File: config.mk
export PLATFORM = sky130hd
export DESIGN_NAME = key_debounce
export DESIGN_NICKNAME = d
export VERILOG_FILES = /design/src/rtl/key_debounce.sv
export SDC_FILE = /design/constraint.sdc
export NUM_CORES = 1
export LEC_CHECK = 0
export BUFFER_PORTS_ARGS = -buffer_cell sky130_fd_sc_hd__buf_4
export CAP_MARGIN = 20
export CELL_PAD_IN_SITES_DETAIL_PLACEMENT = 2
export CELL_PAD_IN_SITES_GLOBAL_PLACEMENT = 2
export CORE_MARGIN = 10
export CORE_UTILIZATION = 43
export DETAILED_ROUTE_END_ITERATION = 12
export PLACE_DENSITY_LB_ADDON = 0.1
export REMOVE_ABC_BUFFERS = 1
export SLEW_MARGIN = 15
export SYNTH_ARGS = -nofsm -noshare
export SYNTH_HDL_FRONTEND = slang
export SYNTH_SLANG_ARGS = --single-unit
File: constraint.sdc
create_clock -name CLK100MHZ -period 5.1 [get_ports CLK100MHZ]
set_input_delay 0.255 -clock CLK100MHZ [delete_from_list [all_inputs] [get_ports CLK100MHZ]]
set_output_delay 0.255 -clock CLK100MHZ [all_outputs]
set_load 0.005 [all_outputs]
File: src/rtl/key_debounce.sv
// key_debounce: synchronise and debounce the active-low push-button, then
// derive a debounced level plus press/release/long-press strobes.
// Optional auto-repeat strobes are built when `KEY_AUTOREPEAT_EN is defined;
// without it KEY_REPEAT is tied low and HELD is left only on release.
module key_debounce #(
    parameter int DEB_CYCLES    = 1_000_000,
    parameter int LONG_CYCLES   = 100_000_000,
    parameter int REPEAT_CYCLES = 20_000_000
) (
    input  logic CLK100MHZ,
    input  logic RESET_N,
    input  logic KEY,
    output logic KEY_LEVEL,
    output logic KEY_PRESS,
    output logic KEY_RELEASE,
    output logic KEY_LONG,
    output logic KEY_REPEAT
);
    localparam int DW = $clog2(DEB_CYCLES);
    localparam int HW = $clog2(LONG_CYCLES);
    localparam logic [DW-1:0] DEB_LAST  = DW'(DEB_CYCLES - 1);
    localparam logic [HW-1:0] HOLD_LAST = HW'(LONG_CYCLES - 1);

    if (DEB_CYCLES < 2 || LONG_CYCLES <= DEB_CYCLES || REPEAT_CYCLES < 2) begin : g_bad_params
        $error("key_debounce: illegal DEB_CYCLES/LONG_CYCLES/REPEAT_CYCLES");
    end

    typedef enum logic [1:0] {RELEASED, PRESSED, HELD} state_t;

    logic          s1_q, s2_q;
    logic          stable_q, stable_d;
    logic [DW-1:0] deb_cnt_q, deb_cnt_d;
    logic          differ, accept, press_acc, rel_acc;
    state_t        state_q;
    logic [HW-1:0] hold_cnt_q;

    // Two-flop synchroniser for the asynchronous pin; idles at released (1).
    always_ff @(posedge CLK100MHZ or negedge RESET_N) begin
        if (!RESET_N) begin
            s1_q <= 1'b1;
            s2_q <= 1'b1;
        end else begin
            s1_q <= KEY;
            s2_q <= s1_q;
        end
    end

    // Stability filter: any cycle back at the stable level restarts the count.
    always_comb begin
        differ    = s2_q != stable_q;
        accept    = differ && deb_cnt_q == DEB_LAST;
        press_acc = accept && !s2_q;
        rel_acc   = accept && s2_q;
        deb_cnt_d = (differ && !accept) ? deb_cnt_q + 1'b1 : '0;
        stable_d  = accept ? s2_q : stable_q;
    end

    // Debounce state registers.
    always_ff @(posedge CLK100MHZ or negedge RESET_N) begin
        if (!RESET_N) begin
            stable_q  <= 1'b1;
            deb_cnt_q <= '0;
        end else begin
            stable_q  <= stable_d;
            deb_cnt_q <= deb_cnt_d;
        end
    end

`ifdef KEY_AUTOREPEAT_EN
    localparam int RW = $clog2(REPEAT_CYCLES);
    localparam logic [RW-1:0] REP_LAST = RW'(REPEAT_CYCLES - 1);
    logic [RW-1:0] rep_cnt_q;
`else
    assign KEY_REPEAT = 1'b0;
`endif

    // Key FSM with registered level and strobes; a release always beats a
    // coincident long-press or repeat terminal count.
    always_ff @(posedge CLK100MHZ or negedge RESET_N) begin
        if (!RESET_N) begin
            state_q     <= RELEASED;
            hold_cnt_q  <= '0;
            KEY_LEVEL   <= 1'b0;
            KEY_PRESS   <= 1'b0;
            KEY_RELEASE <= 1'b0;
            KEY_LONG    <= 1'b0;
`ifdef KEY_AUTOREPEAT_EN
            rep_cnt_q   <= '0;
            KEY_REPEAT  <= 1'b0;
`endif
        end else begin
            KEY_PRESS   <= 1'b0;
            KEY_RELEASE <= 1'b0;
            KEY_LONG    <= 1'b0;
`ifdef KEY_AUTOREPEAT_EN
            KEY_REPEAT  <= 1'b0;
`endif
            case (state_q)
                RELEASED: begin
                    if (press_acc) begin
                        state_q    <= PRESSED;
                        hold_cnt_q <= '0;
                        KEY_PRESS  <= 1'b1;
                        KEY_LEVEL  <= 1'b1;
                    end
                end
                PRESSED: begin
                    if (rel_acc) begin
                        state_q     <= RELEASED;
                        KEY_RELEASE <= 1'b1;
                        KEY_LEVEL   <= 1'b0;
                    end else if (hold_cnt_q == HOLD_LAST) begin
                        state_q  <= HELD;
                        KEY_LONG <= 1'b1;
`ifdef KEY_AUTOREPEAT_EN
                        rep_cnt_q <= '0;
`endif
                    end else begin
                        hold_cnt_q <= hold_cnt_q + 1'b1;
                    end
                end
                HELD: begin
                    if (rel_acc) begin
                        state_q     <= RELEASED;
                        KEY_RELEASE <= 1'b1;
                        KEY_LEVEL   <= 1'b0;
                    end
`ifdef KEY_AUTOREPEAT_EN
                    else if (rep_cnt_q == REP_LAST) begin
                        KEY_REPEAT <= 1'b1;
                        rep_cnt_q  <= '0;
                    end else begin
                        rep_cnt_q <= rep_cnt_q + 1'b1;
                    end
`endif
                end
                default: state_q <= RELEASED;
            endcase
        end
    end
endmodule

# Word level (Yosys, flattened, before mapping)
# Index checks and enable logic that the tools add are counted.
# op_classes
n_addsub	2
eq_ne	11
muxes	20
reduce_logical	13
# op_table
operator	count
$mux W27	3
$pmux W27 S2	1
$add A27 B1 Y27 const B	1
$eq A27 B27 Y1 const B	1
$add A20 B1 Y20 const B	1
$eq A20 B20 Y1 const B	1
$mux W20	1
$mux W1	9
$mux W2	4
$ne A2 B2 Y1 const B	4
$pmux W2 S3	1
$reduce_and A3 Y1	2
$logic_and A1 B1 Y1	4
$reduce_and A4 Y1	1
$reduce_bool A2 Y1	2
$ne A3 B3 Y1 const B	1
$eq A2 B1 Y1 const B	1
$eq A2 B2 Y1 const B	1
$logic_not A1 Y1	2
$logic_not A2 Y1	1
$ne A2 B1 Y1 const B	1
$pmux W1 S2	1
$reduce_or A2 Y1	1
$ne A1 B1 Y1	1
# totals
register_bits	56
in_bits	3
output_inout_bits	5
elab_cells	56

# Logic depth before layout (Yosys ltp)
# logic_depth
depth_word	5
mapped_depth	8
ltp_nobuf	7

# Worst setup path before layout
# Ideal clock, no wire load.
# synth_timing
path_type	reg-to-reg
start	register deb_cnt_q[11]
end	register hold_cnt_q[19]
arrival_time_ns	1.932
slack_ns	3.038
path_stages_with_launch	8
path_buffers	1
path_cell_list	dfrtp_1 > nor4_2 > nand4_2 > or3_4 > a22o_1 > buf_6 > a41oi_1 > a31oi_1
# synth_between
elab_chain_len	5
# synth_rtl
element	line_no	rtl
from (decl)	32	logic [DW-1:0] deb_cnt_q, deb_cnt_d;
from (signal assigned)	65	deb_cnt_q <= deb_cnt_d;
$eq A20 B20 Y1 *	51	accept = differ && deb_cnt_q == DEB_LAST;
$logic_and A1 B1 Y1 *	51	
$logic_and A1 B1 Y1, on equally long branches	53, 52	
$ne A2 B2 Y1 (no source line)	n/a	
$reduce_and A4 Y1 (no source line) *	n/a	
to (signal assigned)	119	hold_cnt_q <= hold_cnt_q + 1'b1;
to (decl)	35	logic [HW-1:0] hold_cnt_q;
# Every way passes the cells marked *; elsewhere a longest branch is shown, timed or not.
# A chain may end at the register's enable or synchronous reset.

# Worst setup path after layout
# layout_timing
start	register hold_cnt_q[0]
end	register hold_cnt_q[2]
# layout_between
elab_chain_len	4
# layout_rtl
element	line_no	rtl
$add A27 B1 Y27	119	
$mux W27	112	end else if (hold_cnt_q == HOLD_LAST) begin
$mux W27	108	if (rel_acc) begin
$pmux W27 S2	98	case (state_q)
# Several ways; a longest one is shown, not always the timed one. The select of a mux whose other input is x is not followed.

==> results.md <==
Clocking
- **H-Tree Level Count** 2
- **number of buffers inserted during clock tree synthesis** 5
- **Post-CTS Hold Buffers** 0
- **maximum clock insertion buffer count** 2
- **insertion delay of the later-clocked pin in the worst-skew pair** 0.32 ns
- **number of resized instances in the post-cts repair step** 0
- **cell chosen for the clock root** sky130_fd_sc_hd__clkbuf_8
- **CTS clk-pin slew, worst paths** 0.11 ns
- **Setup Buffers After CTS** 0
- **CTS tree** built
- **number of clock sinks** 56

Layout
- **ratio of cells with drive above 1 in the final layout** 8.982%
- **commonest non-fill, non-tap cells in the layout** sky130_fd_sc_hd__dfrtp_1 (53), sky130_fd_sc_hd__a31oi_1 (34), sky130_fd_sc_hd__nor2_1 (30)
- **leading cell type in the layout, fill and taps excluded** sky130_fd_sc_hd__dfrtp_1
- **area growth from synthesis to final layout** 6.862%
- **final cell count without fillers** 430
- **number of nets in the layout** 342
- **number of antenna repair diodes** 0

Pwr
- **overall power of the completed layout** 0.7309 mW
- **cell-internal power** 0.5615 mW
- **Clk network pwr share** 36.0%
- **Net Sw Power** 0.1694 mW
- **worst voltage drop across the vdd grid** 0.0001123 V
- **Leakage** 1.318 nW
- **relative contribution of sequential cells to total power** 61.6%
- **Cell Pwr Density** 222.0 nW/um^2
- **combinational share of power** 2.4%
- **share of total power consumed by net switching** 23.18%

Worst setup path
- **critical path launch point type** register
- **critical path endpoint category** register
- **CP Cell Sequence** ha_1, nand4b_1, nor4_1, nand3_1, nand4_4, nand2_2, a31oi_1
- **number of buffers and inverters on the critical path** 0
- **kind of cell adding the most delay to the critical path** simple AND/OR/NAND/NOR gates
- **critical path data arrival time** 2.85 ns
- **cell with the largest stage delay on the worst path** sky130_fd_sc_hd__nor4_1
- **startpoint of the most critical setup path** hold_cnt_q[0]
- **Crit Path Max Fanout** 19
- **required time of the critical path** 5.33 ns
- **max incr delay on CP** 0.56 ns
- **critical path start-end classification** register to register
- **reg-to-reg startpoint** hold_cnt_q[0]

Route
- **routed vias/inst** 6.074
- **total met3 wirelength after detailed routing** 170 um
- **DRC violations left** 0
- **Met1 Wirelength** 4.089 mm
- **detailed-router iteration count before antenna repair** 4
- **remaining antenna violation count** 0
- **length of routed met2 wiring** 4.273 mm
- **highest routed metal layer** met4
- **total vias in the final route** 2612
- **number of violations reported at the end of detailed-routing iteration 0** 121
- **routed length per instance** 20.00 um
- **overall routed net length** 8.600 mm

GRT
- **initial antenna violation count** 0
- **GR Overflow Total** 0
- **via count of the first global-routing pass** 2846
- **overall global routing resource usage** 16.34%
- **largest net degree at the start of global routing** 57
- **global-route wire length before repair** 15.11 mm

Floorplanning
- **die width** 104.7 um
- **height of the chip** 104.7 um
- **area enclosed by the die boundary** 10950 sq um
- **effective utilization at floorplan** 44.86%
- **Row Count** 30
- **Core Region** 6869 sq um
- **I/O pin count** 8

Synthesis
- **cell area after technology mapping** 3082 sq um
- **Distinct cells, synth** 53
- **share of async-settable or async-resettable flops after synthesis** 100.0%
- **predominant post-synthesis flop cell** sky130_fd_sc_hd__dfrtp_1
- **Yosys reg bits** 56
- **number of flops mapped to enable cells by yosys** 0
- **Avg Inst Size Synth** 9.310 sq um
- **part of the Yosys area used for sequential elements** 45.59%
- **synthesized netlist cell count** 331
- **Synthesis Warnings** 0

Place
- **# placed instances** 422
- **count of input and output buffers** 6
- **RD Place Congestion** 0.7613
- **post-detailed-placement half-perimeter wirelength** 5.783 mm

Timing
- **setup skew after layout** 0.01573 ns
- **final-report hold violation count** 33
- **fin. max-slew vios** 0
- **remaining max-slew budget at the tightest pin** 36.73%
- **period utilisation layout** 51.52%
- **setup tns final** 0 ns
- **maximum clock frequency** 380.6 MHz
- **final hold slack** -0.01342 ns
- **worst-margin pin slew** 0.9490 ns
- **crit path time final** 2.627 ns
- **# setup viols final** 0
- **RSZ-0062 raised after global routing** no

Run status
- **violations in the final reports** hold timing
- **run status** finished, violations left

Job
- **total of max-cap violations** 0

Min path
- **worst hold-check path type** input pin to asynchronous set/reset pin

-- synthesized netlist by cell type (4+ instances only) --
cell	n	area, sq um
sky130_fd_sc_hd__a21oi_1	7	35.03
sky130_fd_sc_hd__nand2b_1	12	75.07
sky130_fd_sc_hd__nand2_1	29	108.9
sky130_fd_sc_hd__nor2_1	30	112.6
sky130_fd_sc_hd__and2_1	6	37.54
sky130_fd_sc_hd__or3_1	7	43.79
sky130_fd_sc_hd__nor3_1	5	25.02
sky130_fd_sc_hd__ha_1	6	75.07
sky130_fd_sc_hd__nand4_1	10	62.56
sky130_fd_sc_hd__dfrtp_1	53	1326
sky130_fd_sc_hd__clkbuf_1	8	30.03
sky130_fd_sc_hd__o21ai_0	18	90.09
sky130_fd_sc_hd__a31oi_1	34	212.7
sky130_fd_sc_hd__a41oi_1	7	61.31
sky130_fd_sc_hd__xor2_1	9	78.83
sky130_fd_sc_hd__and3_1	9	56.30
sky130_fd_sc_hd__xnor2_1	4	35.03
sky130_fd_sc_hd__nand3_1	21	105.1
sky130_fd_sc_hd__inv_1	11	41.29
-- kinds of logic (layout without fill, tap and decap cells) --
logic type | count (synthesis) | after routing | share of synthesized area, %
and+or+nand+nor | 151 | 151 | 27.32
AOI/OAI and AO/OA | 79 | 79 | 16.89
DFF | 56 | 56 | 45.59
buffers and inverters | 24 | 27 | 3.614
xor gates and xnor gates | 13 | 13 | 3.695
adders and majority gates | 6 | 6 | 2.436
other | 1 | 1 | 0.1217
muxes | 1 | 1 | 0.3248
-- cell type report --
type,count,area (sq um)
timing repair buffer,8,60.06
clock inverter,1,7.507
sequential,56,1405
multi-input combinational,251,1573
clock buffer,7,86.33
tap,96,120.1
inverter,11,41.29
fill,774,3576
-- metal layers --
metal / vias up / GRT usage, %
met2: 23 / 27.44
met5: - / 0
met4: 0 / 3.431
met1: 1368 / 21.49
met3: 5 / 2.887
li1: 1216 / -
-- registers in the layout, summed over array words and instances (netlist names) --
name         count
hold_cnt_q      27
deb_cnt_q       20
state_q          2
KEY_LEVEL        1
KEY_LONG         1
KEY_PRESS        1
KEY_RELEASE      1
s1_q             1
s2_q             1
stable_q         1
-- power groups by stage --
stage | Sequential (mW) | Combinational [mW] | Clock, mW
CTS | 0.450 | 0.0186 | 0.271
detailed placement | 0.459 | 0.0187 | 0
finish | 0.450 | 0.0175 | 0.263
floorplan | 0.458 | 0.00583 | 0
global placement | 0.459 | 0.0181 | 0
global route | 0.451 | 0.0208 | 0.290
-- metrics by stage --
step / worst slack [ns] / instance area [sq um] / util (%)
global placement: 2.562 / 3199 / 46.58
CTS: 2.460 / 3293 / 47.94
detailed placement: 2.516 / 3199 / 46.58
global route: 2.257 / 3293 / 47.94
finish: 2.473 / 3293 / 47.94
floorplan: 2.012 / 3012 / -
-- path summary, 6_finish.rpt --
path | endpoint | slack (ns) | cells past startpoint
worst max-delay path | hold_cnt_q[2] | 2.47 | 7
worst min-delay path | hold_cnt_q[20] | -0.01 | 1
worst max register to register | hold_cnt_q[2] | 2.47 | 7
worst min register to register | s2_q | 0.37 | 0
max in group asynchronous | hold_cnt_q[4] | 4.63 | 1
min in group CLK100MHZ | s1_q | 0.03 | 1
Power figures use the tool's default switching activity.
